--- src/rtl/detector_jogada_pkg.sv ---
// detector_jogada_pkg
//   Shared definitions for the play detector: the FSM state type with its
//   fixed debug codes, and a one-hot check for the captured key sample.
//   No ports (package).
package detector_jogada_pkg;

  // State codes are visible on db_estado, so they are pinned explicitly.
  typedef enum logic [3:0] {
    OCIOSO         = 4'd0,
    FILTRANDO      = 4'd1,
    PULSO          = 4'd2,
    AGUARDA_SOLTAR = 4'd3
  } estado_t;

  // True when exactly one key is pressed (zero is not one-hot).
  function automatic logic is_one_hot(input logic [3:0] v);
    return (v != 4'd0) && ((v & (v - 4'd1)) == 4'd0);
  endfunction

endpackage

--- src/rtl/detector_jogada_contador_filtro.sv ---
// contador_filtro
//   Saturating stability counter shared by the press filter and the release
//   filter. Counts up while enabled and holds at DEBOUNCE_CICLOS-1.
// Ports:
//   clock    in  system clock
//   reset    in  synchronous active-high reset
//   clear    in  restart the count at zero (wins over enable)
//   enable   in  advance the count by one
//   terminal out count has reached DEBOUNCE_CICLOS-1
module contador_filtro #(
  parameter int DEBOUNCE_CICLOS = 50000
) (
  input  logic clock,
  input  logic reset,
  input  logic clear,
  input  logic enable,
  output logic terminal
);

  localparam int W = $clog2(DEBOUNCE_CICLOS);
  localparam logic [W-1:0] LIMITE = W'(DEBOUNCE_CICLOS - 1);

  logic [W-1:0] count_q;
  logic [W-1:0] count_d;

  // Next count: clear has priority; stop at the limit so it never wraps.
  always_comb begin
    count_d = count_q;
    if (clear) begin
      count_d = '0;
    end else if (enable && (count_q != LIMITE)) begin
      count_d = count_q + 1'b1;
    end
  end

  // Count register.
  always_ff @(posedge clock) begin
    if (reset) begin
      count_q <= '0;
    end else begin
      count_q <= count_d;
    end
  end

  assign terminal = (count_q == LIMITE);

endmodule

--- src/rtl/detector_jogada.sv ---
// detector_jogada
//   Debounces four push buttons and reports one accepted play per physical
//   press. A press must be stable for DEBOUNCE_CICLOS cycles to count, and
//   the keys must then be released for DEBOUNCE_CICLOS cycles before a new
//   press is looked at. Multi-key presses are never accepted.
//   Optional feature macro: JOGADA_INVALIDA_EN adds the jogada_invalida
//   output, a one-cycle pulse when a stable multi-key press is discarded.
// Ports:
//   clock           in   system clock
//   reset           in   synchronous active-high reset
//   chaves[3:0]     in   raw key levels (1 = pressed), asynchronous
//   habilita        in   controller allows a new play
//   jogada_feita    out  one-cycle pulse per accepted play
//   jogada[3:0]     out  one-hot code of the last accepted play
//   db_tem_jogada   out  OR of the synchronized keys
//   db_estado[3:0]  out  current FSM state code
//   jogada_invalida out  (JOGADA_INVALIDA_EN only) discarded multi-key press
module detector_jogada
  import detector_jogada_pkg::*;
#(
  parameter int DEBOUNCE_CICLOS = 50000
) (
  input  logic       clock,
  input  logic       reset,
  input  logic [3:0] chaves,
  input  logic       habilita,
  output logic       jogada_feita,
  output logic [3:0] jogada,
  output logic       db_tem_jogada,
  output logic [3:0] db_estado
`ifdef JOGADA_INVALIDA_EN
  ,
  output logic       jogada_invalida
`endif
);

  logic [3:0] sync1_q, sync1_d;
  logic [3:0] chaves_s_q, chaves_s_d;
  estado_t    state_q, state_d;
  logic [3:0] amostra_q, amostra_d;
  logic [3:0] jogada_q, jogada_d;
  logic       cnt_clear;
  logic       cnt_enable;
  logic       cnt_fim;

  contador_filtro #(
    .DEBOUNCE_CICLOS(DEBOUNCE_CICLOS)
  ) u_contador (
    .clock   (clock),
    .reset   (reset),
    .clear   (cnt_clear),
    .enable  (cnt_enable),
    .terminal(cnt_fim)
  );

  // Two-stage synchronizer for the asynchronous key levels.
  always_comb begin
    sync1_d    = chaves;
    chaves_s_d = sync1_q;
  end

  // All state registers, including the synchronizer.
  always_ff @(posedge clock) begin
    if (reset) begin
      sync1_q    <= 4'd0;
      chaves_s_q <= 4'd0;
      state_q    <= OCIOSO;
      amostra_q  <= 4'd0;
      jogada_q   <= 4'd0;
    end else begin
      sync1_q    <= sync1_d;
      chaves_s_q <= chaves_s_d;
      state_q    <= state_d;
      amostra_q  <= amostra_d;
      jogada_q   <= jogada_d;
    end
  end

  // Next state. The counter is held at zero unless a state explicitly
  // advances it, so every entry into FILTRANDO or AGUARDA_SOLTAR starts a
  // fresh count. In FILTRANDO the counter sits at its limit on the
  // DEBOUNCE_CICLOS-th matching cycle, which is when the decision is made.
  always_comb begin
    state_d    = state_q;
    amostra_d  = amostra_q;
    jogada_d   = jogada_q;
    cnt_clear  = 1'b1;
    cnt_enable = 1'b0;
    case (state_q)
      OCIOSO: begin
        if (habilita && (chaves_s_q != 4'd0)) begin
          amostra_d = chaves_s_q;
          state_d   = FILTRANDO;
        end
      end
      FILTRANDO: begin
        if (!habilita || (chaves_s_q == 4'd0)) begin
          state_d = OCIOSO;
        end else if (chaves_s_q != amostra_q) begin
          amostra_d = chaves_s_q;
        end else if (cnt_fim) begin
          if (is_one_hot(amostra_q)) begin
            jogada_d = amostra_q;
            state_d  = PULSO;
          end else begin
            state_d = AGUARDA_SOLTAR;
          end
        end else begin
          cnt_clear  = 1'b0;
          cnt_enable = 1'b1;
        end
      end
      PULSO: begin
        state_d = AGUARDA_SOLTAR;
      end
      AGUARDA_SOLTAR: begin
        if (chaves_s_q == 4'd0) begin
          if (cnt_fim) begin
            state_d = OCIOSO;
          end else begin
            cnt_clear  = 1'b0;
            cnt_enable = 1'b1;
          end
        end
      end
      default: begin
        state_d = OCIOSO;
      end
    endcase
  end

  // Outputs. The pulse is masked by reset so a reset landing on PULSO
  // never lets a play through.
  always_comb begin
    jogada_feita  = (state_q == PULSO) && !reset;
    jogada        = jogada_q;
    db_tem_jogada = |chaves_s_q;
    db_estado     = state_q;
  end

`ifdef JOGADA_INVALIDA_EN
  logic invalida_q, invalida_d;

  // The only FILTRANDO -> AGUARDA_SOLTAR path is a stable multi-key press.
  always_comb begin
    invalida_d = (state_q == FILTRANDO) && (state_d == AGUARDA_SOLTAR);
  end

  // Registered so the pulse lines up with the first AGUARDA_SOLTAR cycle.
  always_ff @(posedge clock) begin
    if (reset) begin
      invalida_q <= 1'b0;
    end else begin
      invalida_q <= invalida_d;
    end
  end

  assign jogada_invalida = invalida_q;
`endif

endmodule

--- config.mk ---
export PLATFORM = sky130hd
export DESIGN_NAME = detector_jogada
export DESIGN_NICKNAME = d
export VERILOG_FILES = /design/src/rtl/detector_jogada_pkg.sv /design/src/rtl/detector_jogada_contador_filtro.sv /design/src/rtl/detector_jogada.sv
export SDC_FILE = /design/constraint.sdc
export NUM_CORES = 1
export LEC_CHECK = 0
export BUFFER_PORTS_ARGS = -buffer_cell sky130_fd_sc_hd__buf_2
export CORE_UTILIZATION = 51
export DETAILED_ROUTE_END_ITERATION = 6
export PLACE_DENSITY = 0.71
export SLEW_MARGIN = 20
export SYNTH_ARGS = -nofsm -noshare
export SYNTH_HDL_FRONTEND = slang
export SYNTH_SLANG_ARGS = --single-unit
--- constraint.sdc ---
create_clock -name clock -period 1.65 [get_ports clock]
set_input_delay 0.0825 -clock clock [delete_from_list [all_inputs] [get_ports clock]]
set_output_delay 0.0825 -clock clock [all_outputs]
set_load 0.005 [all_outputs]
After elaboration in Yosys (flattened, before gate mapping)
Index checks and enable logic that the tools add are counted.
- register bits: 36
- bits of input ports: 7
- word-level logic and storage cells: 64
- add/subtract/negate cells: 2
- equal/unequal tests: 13
- multiplexer cells: 22
- bitwise operators: 3
- reductions and logical operators: 18
- operators by type and width (cell ; number):
    $mux W4 ; 9
    $add A16 B1 Y16 const B ; 1
    $eq A16 B16 Y1 const B ; 1
    $ne A16 B16 Y1 const B ; 1
    $pmux W4 S4 ; 1
    $logic_not A4 Y1 ; 3
    $ne A2 B2 Y1 const B ; 5
    $reduce_and A5 Y1 ; 2
    $mux W1 ; 9
    $eq A4 B2 Y1 const B ; 2
    $pmux W4 S2 ; 1
    $reduce_bool A4 Y1 ; 2
    $ne A3 B3 Y1 const B ; 2
    $and A4 B4 Y4 ; 1
    $eq A4 B1 Y1 const B ; 1
    $logic_and A1 B1 Y1 ; 4
    $ne A4 B4 Y1 ; 1
    $pmux W1 S2 ; 2
    $reduce_and A4 Y1 ; 1
    $reduce_or A4 Y1 ; 1
    $sub A4 B1 Y4 const B ; 1
    $logic_not A1 Y1 ; 2
    $not A1 Y1 ; 2
    $reduce_bool A2 Y1 ; 1
    other kinds (2) ; 2

Longest topological paths before layout
- depth after elaboration: 9
- depth in mapped cells: 7
- depth with buffers taken out: 6

Hierarchy
Synthesis repeated with hierarchy kept, for this count alone.
- cells, all modules: 173
- area total of the unflattened synthesis: 1631.6 um^2
- by module, submodules not included (module ; times used ; cells each ; area an instance (um^2) ; seq. area each (um^2)):
    detector_jogada ; 1 ; 83 ; 843.3 ; 360.3
    contador_filtro ; 1 ; 90 ; 788.3 ; 320.3

Worst setup path after synthesis
OpenSTA, ideal clock, no wires.
- path type: flip-flop to flip-flop
- start point: register u_contador.count_q[0]
- end point: register u_contador.count_q[12]
- setup time: 0.072 ns
- data arrival time: 1.632 ns
- data required time: 1.578 ns
- slack: -0.054 ns
- cell stages (with the launch flop): 7
- buffers on the path: 0
- period minus slack after synthesis: 1.704 ns
- cells stage by stage: dfxtp_1 ha_1 nand3_1 nor4_1 nand3_1 or2_2 a21oi_1
- longest elaborated chain between the ends: 6
- elaborated cells between the ends (all ways): 15
- those cells by class: add/sub: 1; eq/ne: 2; mux: 10; reduce/logical: 2
- RTL lines (item ; line ; source):
    start: declaration ; detector_jogada_contador_filtro.sv:23 ; logic [W-1:0] count_q;
    start signal: assignment ; detector_jogada_contador_filtro.sv:41 ; count_q <= count_d;
    $eq A16 B16 Y1 ; detector_jogada_contador_filtro.sv:45 ; assign terminal = (count_q == LIMITE);
    $mux W1 ; detector_jogada.sv:101, detector_jogada.sv:118 ;
    $mux W1 ; detector_jogada.sv:99 ; end else if (chaves_s_q != amostra_q) begin
    $mux W1 ; detector_jogada.sv:97 ; if (!habilita || (chaves_s_q == 4'd0)) begin
    $pmux W1 S2 ; detector_jogada.sv:89 ; case (state_q)
    $reduce_or A2 Y1 (no line) / $logic_and A1 B1 Y1 (equally long branches) ; - ;
Parallel ways exist; a longest one is shown, timed or not.
A chain may end at the register's enable or synchronous reset.

Worst setup path after layout
- start point: register chaves_s_q[2]
- end point: register jogada_q[3] (netlist: jogada[3])
- longest elaborated chain between the ends: 4
- elaborated cells between the ends (all ways): 6
- those cells by class: eq/ne: 1; bitwise: 2; reduce/logical: 3
- RTL lines (item ; line ; source):
    start: declaration ; detector_jogada.sv:38 ; logic [3:0] chaves_s_q, chaves_s_d;
    start signal: assignment ; detector_jogada.sv:72 ; chaves_s_q <= chaves_s_d;
    $logic_not A4 Y1 ; detector_jogada.sv:97 ;
    $logic_or A1 B1 Y1 ; detector_jogada.sv:97 ;
    $not A1 Y1 (no line) ; - ;
    $reduce_and A5 Y1 (no line) (*) ; - ;
    end signal: assignment ; detector_jogada.sv:75 ; jogada_q <= jogada_d;
    end: declaration ; detector_jogada.sv:41 ; logic [3:0] jogada_q, jogada_d;
Every way passes the cells marked *; elsewhere a longest branch is shown, timed or not.

==> reports/results.txt <==
outcome - finished, violations left
failing checks - setup timing
Starting DRT DRC Count - 36
Yosys reg bits - 34
Antenna Cells - 0
DRT Wirelength - 2989 µm
worst path arrival time - 1.90 ns
placeable core area - 0.002781 mm²
Max Clock Skew - 0.008735 ns
Crit Path Category - reg -> reg
Syn Area/Cell - 9.284 µm²
clk sinks - 34
area delta synth->final - 31.53%
Buffers on Ports - 14
drt wl/cell - 13.00 µm
Vias - 1,201
chip height - 56.31 µm
H-tree depth - 2
endpoints failing hold - 0
CTS tree - built
sequential share of the synthesized area - 45.26%
via density per instance - 5.222
Critical Path Fanout Max - 4
GR Overflow Total - 0
Cell Rows - 19
vias in the first global route - 1,129
CP required - 1.88 ns
Hold WC Path Type - in -> reg
final setup margin - -0.02003 ns
Core Util, Final - 71.12%
drt first pass iters - 4
slowest cell on the critical path - dfxtp_2
clk buf depth - 2
total power - 1.846 mW
initial antenna violation count - 0
Yosys cell types - 37
crit share post-route - 101.2%
Post-synth EDFFs - 0
# IOs - 17
max-cap violation count - 0
first-pass GRT wire length - 4774 µm
most frequent cells in the layout - nor2_1, dfxtp_1, buf_4, buf_2, xnor2_1
clk_lat worst skew - 0.34 ns
CP peak stage delay - 0.37 ns
DRT antenna net count - 0
FFs w/ async S/R, synth - 0%
CTS root buf - clkbuf_4
P_leak - 0.7412 nW
Starting Density - 54.07%
Routability Congestion - 0.8642
minimum clock period - 1.670 ns
proportion of layout cells with a drive suffix above 1 - 36.68%
CP Capture Type - register
Cell Area, Synth - 0.001504 mm²
CTS buffer count - 5
die area - 0.003170 mm²
most used flip-flop cell after synthesis - dfxtp_1
crit path cell chain - o41a_1 -> nand3_2 -> nor4_4 -> buf_4 -> mux2i_1 -> nor2_1
HPWL after DPL - 1954 µm
total number of yosys warnings - 0
critical path buffer and inverter count - 1
CP startpoint kind - register
Final Max Slew Viols - 0
DRC - 0
PD cells - 933.3 mW/mm²
NumNets Final - 206
Worst path top cell family by delay - simple AND/OR/NAND/NOR gates
most common cell after layout, fill and taps aside - nor2_1
RSZ-0062 raised after global routing - yes
Post-Synthesis Cells - 162
final setup vio count - 1
Fmax - 0.5988 GHz
die boundary width - 56.31 µm
Worst-path clk slew - 0.11 ns
VDD IR max - 1.160 mV
all-layer global routing usage - 20.24%
pin count of the biggest net entering global routing - 20
where the power goes:
| group | internal (mW) | switching [mW] |
|---|---|---|
| Clock | 0.513 | 0.289 |
| Combinational | 0.0931 | 0.0874 |
| Sequential | 0.840 | 0.0234 |
metrics by stage:
stage               TNS (ns)  hold slack, ns  instances  cell area (µm²)  worst slack (ns)
floorplan                  0          0.2107        163             1514          0.002998
global placement    -0.04025          0.2951        214             1687          -0.02168
detailed placement   -0.2822          0.3028        214             1687          -0.08104
CTS                        0         0.09565        227             1882         0.0006462
global route         -0.2179          0.1121        230             1978          -0.08080
finish              -0.02003          0.1078        230             1978          -0.02003
path summary, 6_finish.rpt:
| kind | from | end | slack, ns | cells past startpoint |
|---|---|---|---|---|
| setup reg to reg | chaves_s_q[2] | jogada[3] | -0.02 | 6 |
| hold / removal | reset | amostra_q[2] | 0.11 | 2 |
| hold reg to reg | chaves_s_d[1] | chaves_s_q[1] | 0.44 | 1 |
| setup / recovery | chaves_s_q[2] | jogada[3] | -0.02 | 6 |
state kept, by name (all words and copies together) (netlist names):
name,flops
amostra_q,4
chaves_s_d,4
chaves_s_q,4
db_estado,2
u_contador.count_q,16
jogada,4
cell families (layout without fill, tap and decap cells):
kind of cell	Yosys count	in the layout	synth area share (%)
buffers and inverters	13	49	4.242
other	1	2	0.2493
AOI/OAI and AO/OA	9	9	4.493
muxes	8	8	5.325
xor gates and xnor gates	18	18	10.48
DFF	34	34	45.26
and+or+nand+nor	78	78	29.12
adders and majority gates	1	1	0.8318
cells in the mapped netlist (3+ instances only):
master    count  area share, %
dfxtp_1      34             45
nor2_1       31            7.7
xnor2_1      12            7.0
nand2_1      11            2.7
mux2i_1       8            5.3
nor2b_1       8            3.3
clkbuf_1      6            1.5
xor2_1        6            3.5
nand3_1       5            1.7
inv_1         4            1.0
nor3_1        3            1.0
timing repair:
action / CTS / global route
pin swaps: 1 / 9
gates resized for setup: 10 / 18
endpoints found under the setup margin: 6 / 11
setup buffers: 1 / 3
cloned: 0 / 0
hold endpoints to repair: 4 / 0
hold buffers: 4 / 0
area by class of cell:
type | instances | area [µm²]
multi-input cells | 116 | 857.1
fillers | 203 | 803.3
flip-flops and latches | 34 | 703.2
repair buffers | 37 | 252.7
clock inverters | 2 | 60.06
clock buffers | 6 | 51.30
well taps | 31 | 38.79
inverters | 4 | 15.01
per-layer routing:
| metal | share of wire (%) | vias up | routed length (µm) | track usage (%) |
|---|---|---|---|---|
| li1 | - | 613 | - | - |
| met2 | 46 | 29 | 1383 | 31.12 |
| met5 | 0 | - | 0 | 0 |
| met1 | 48 | 554 | 1445 | 25.15 |
| met4 | 1.7 | 0 | 51 | 11.50 |
| met3 | 3.6 | 5 | 109 | 6.221 |
Power figures use the tool's default switching activity.
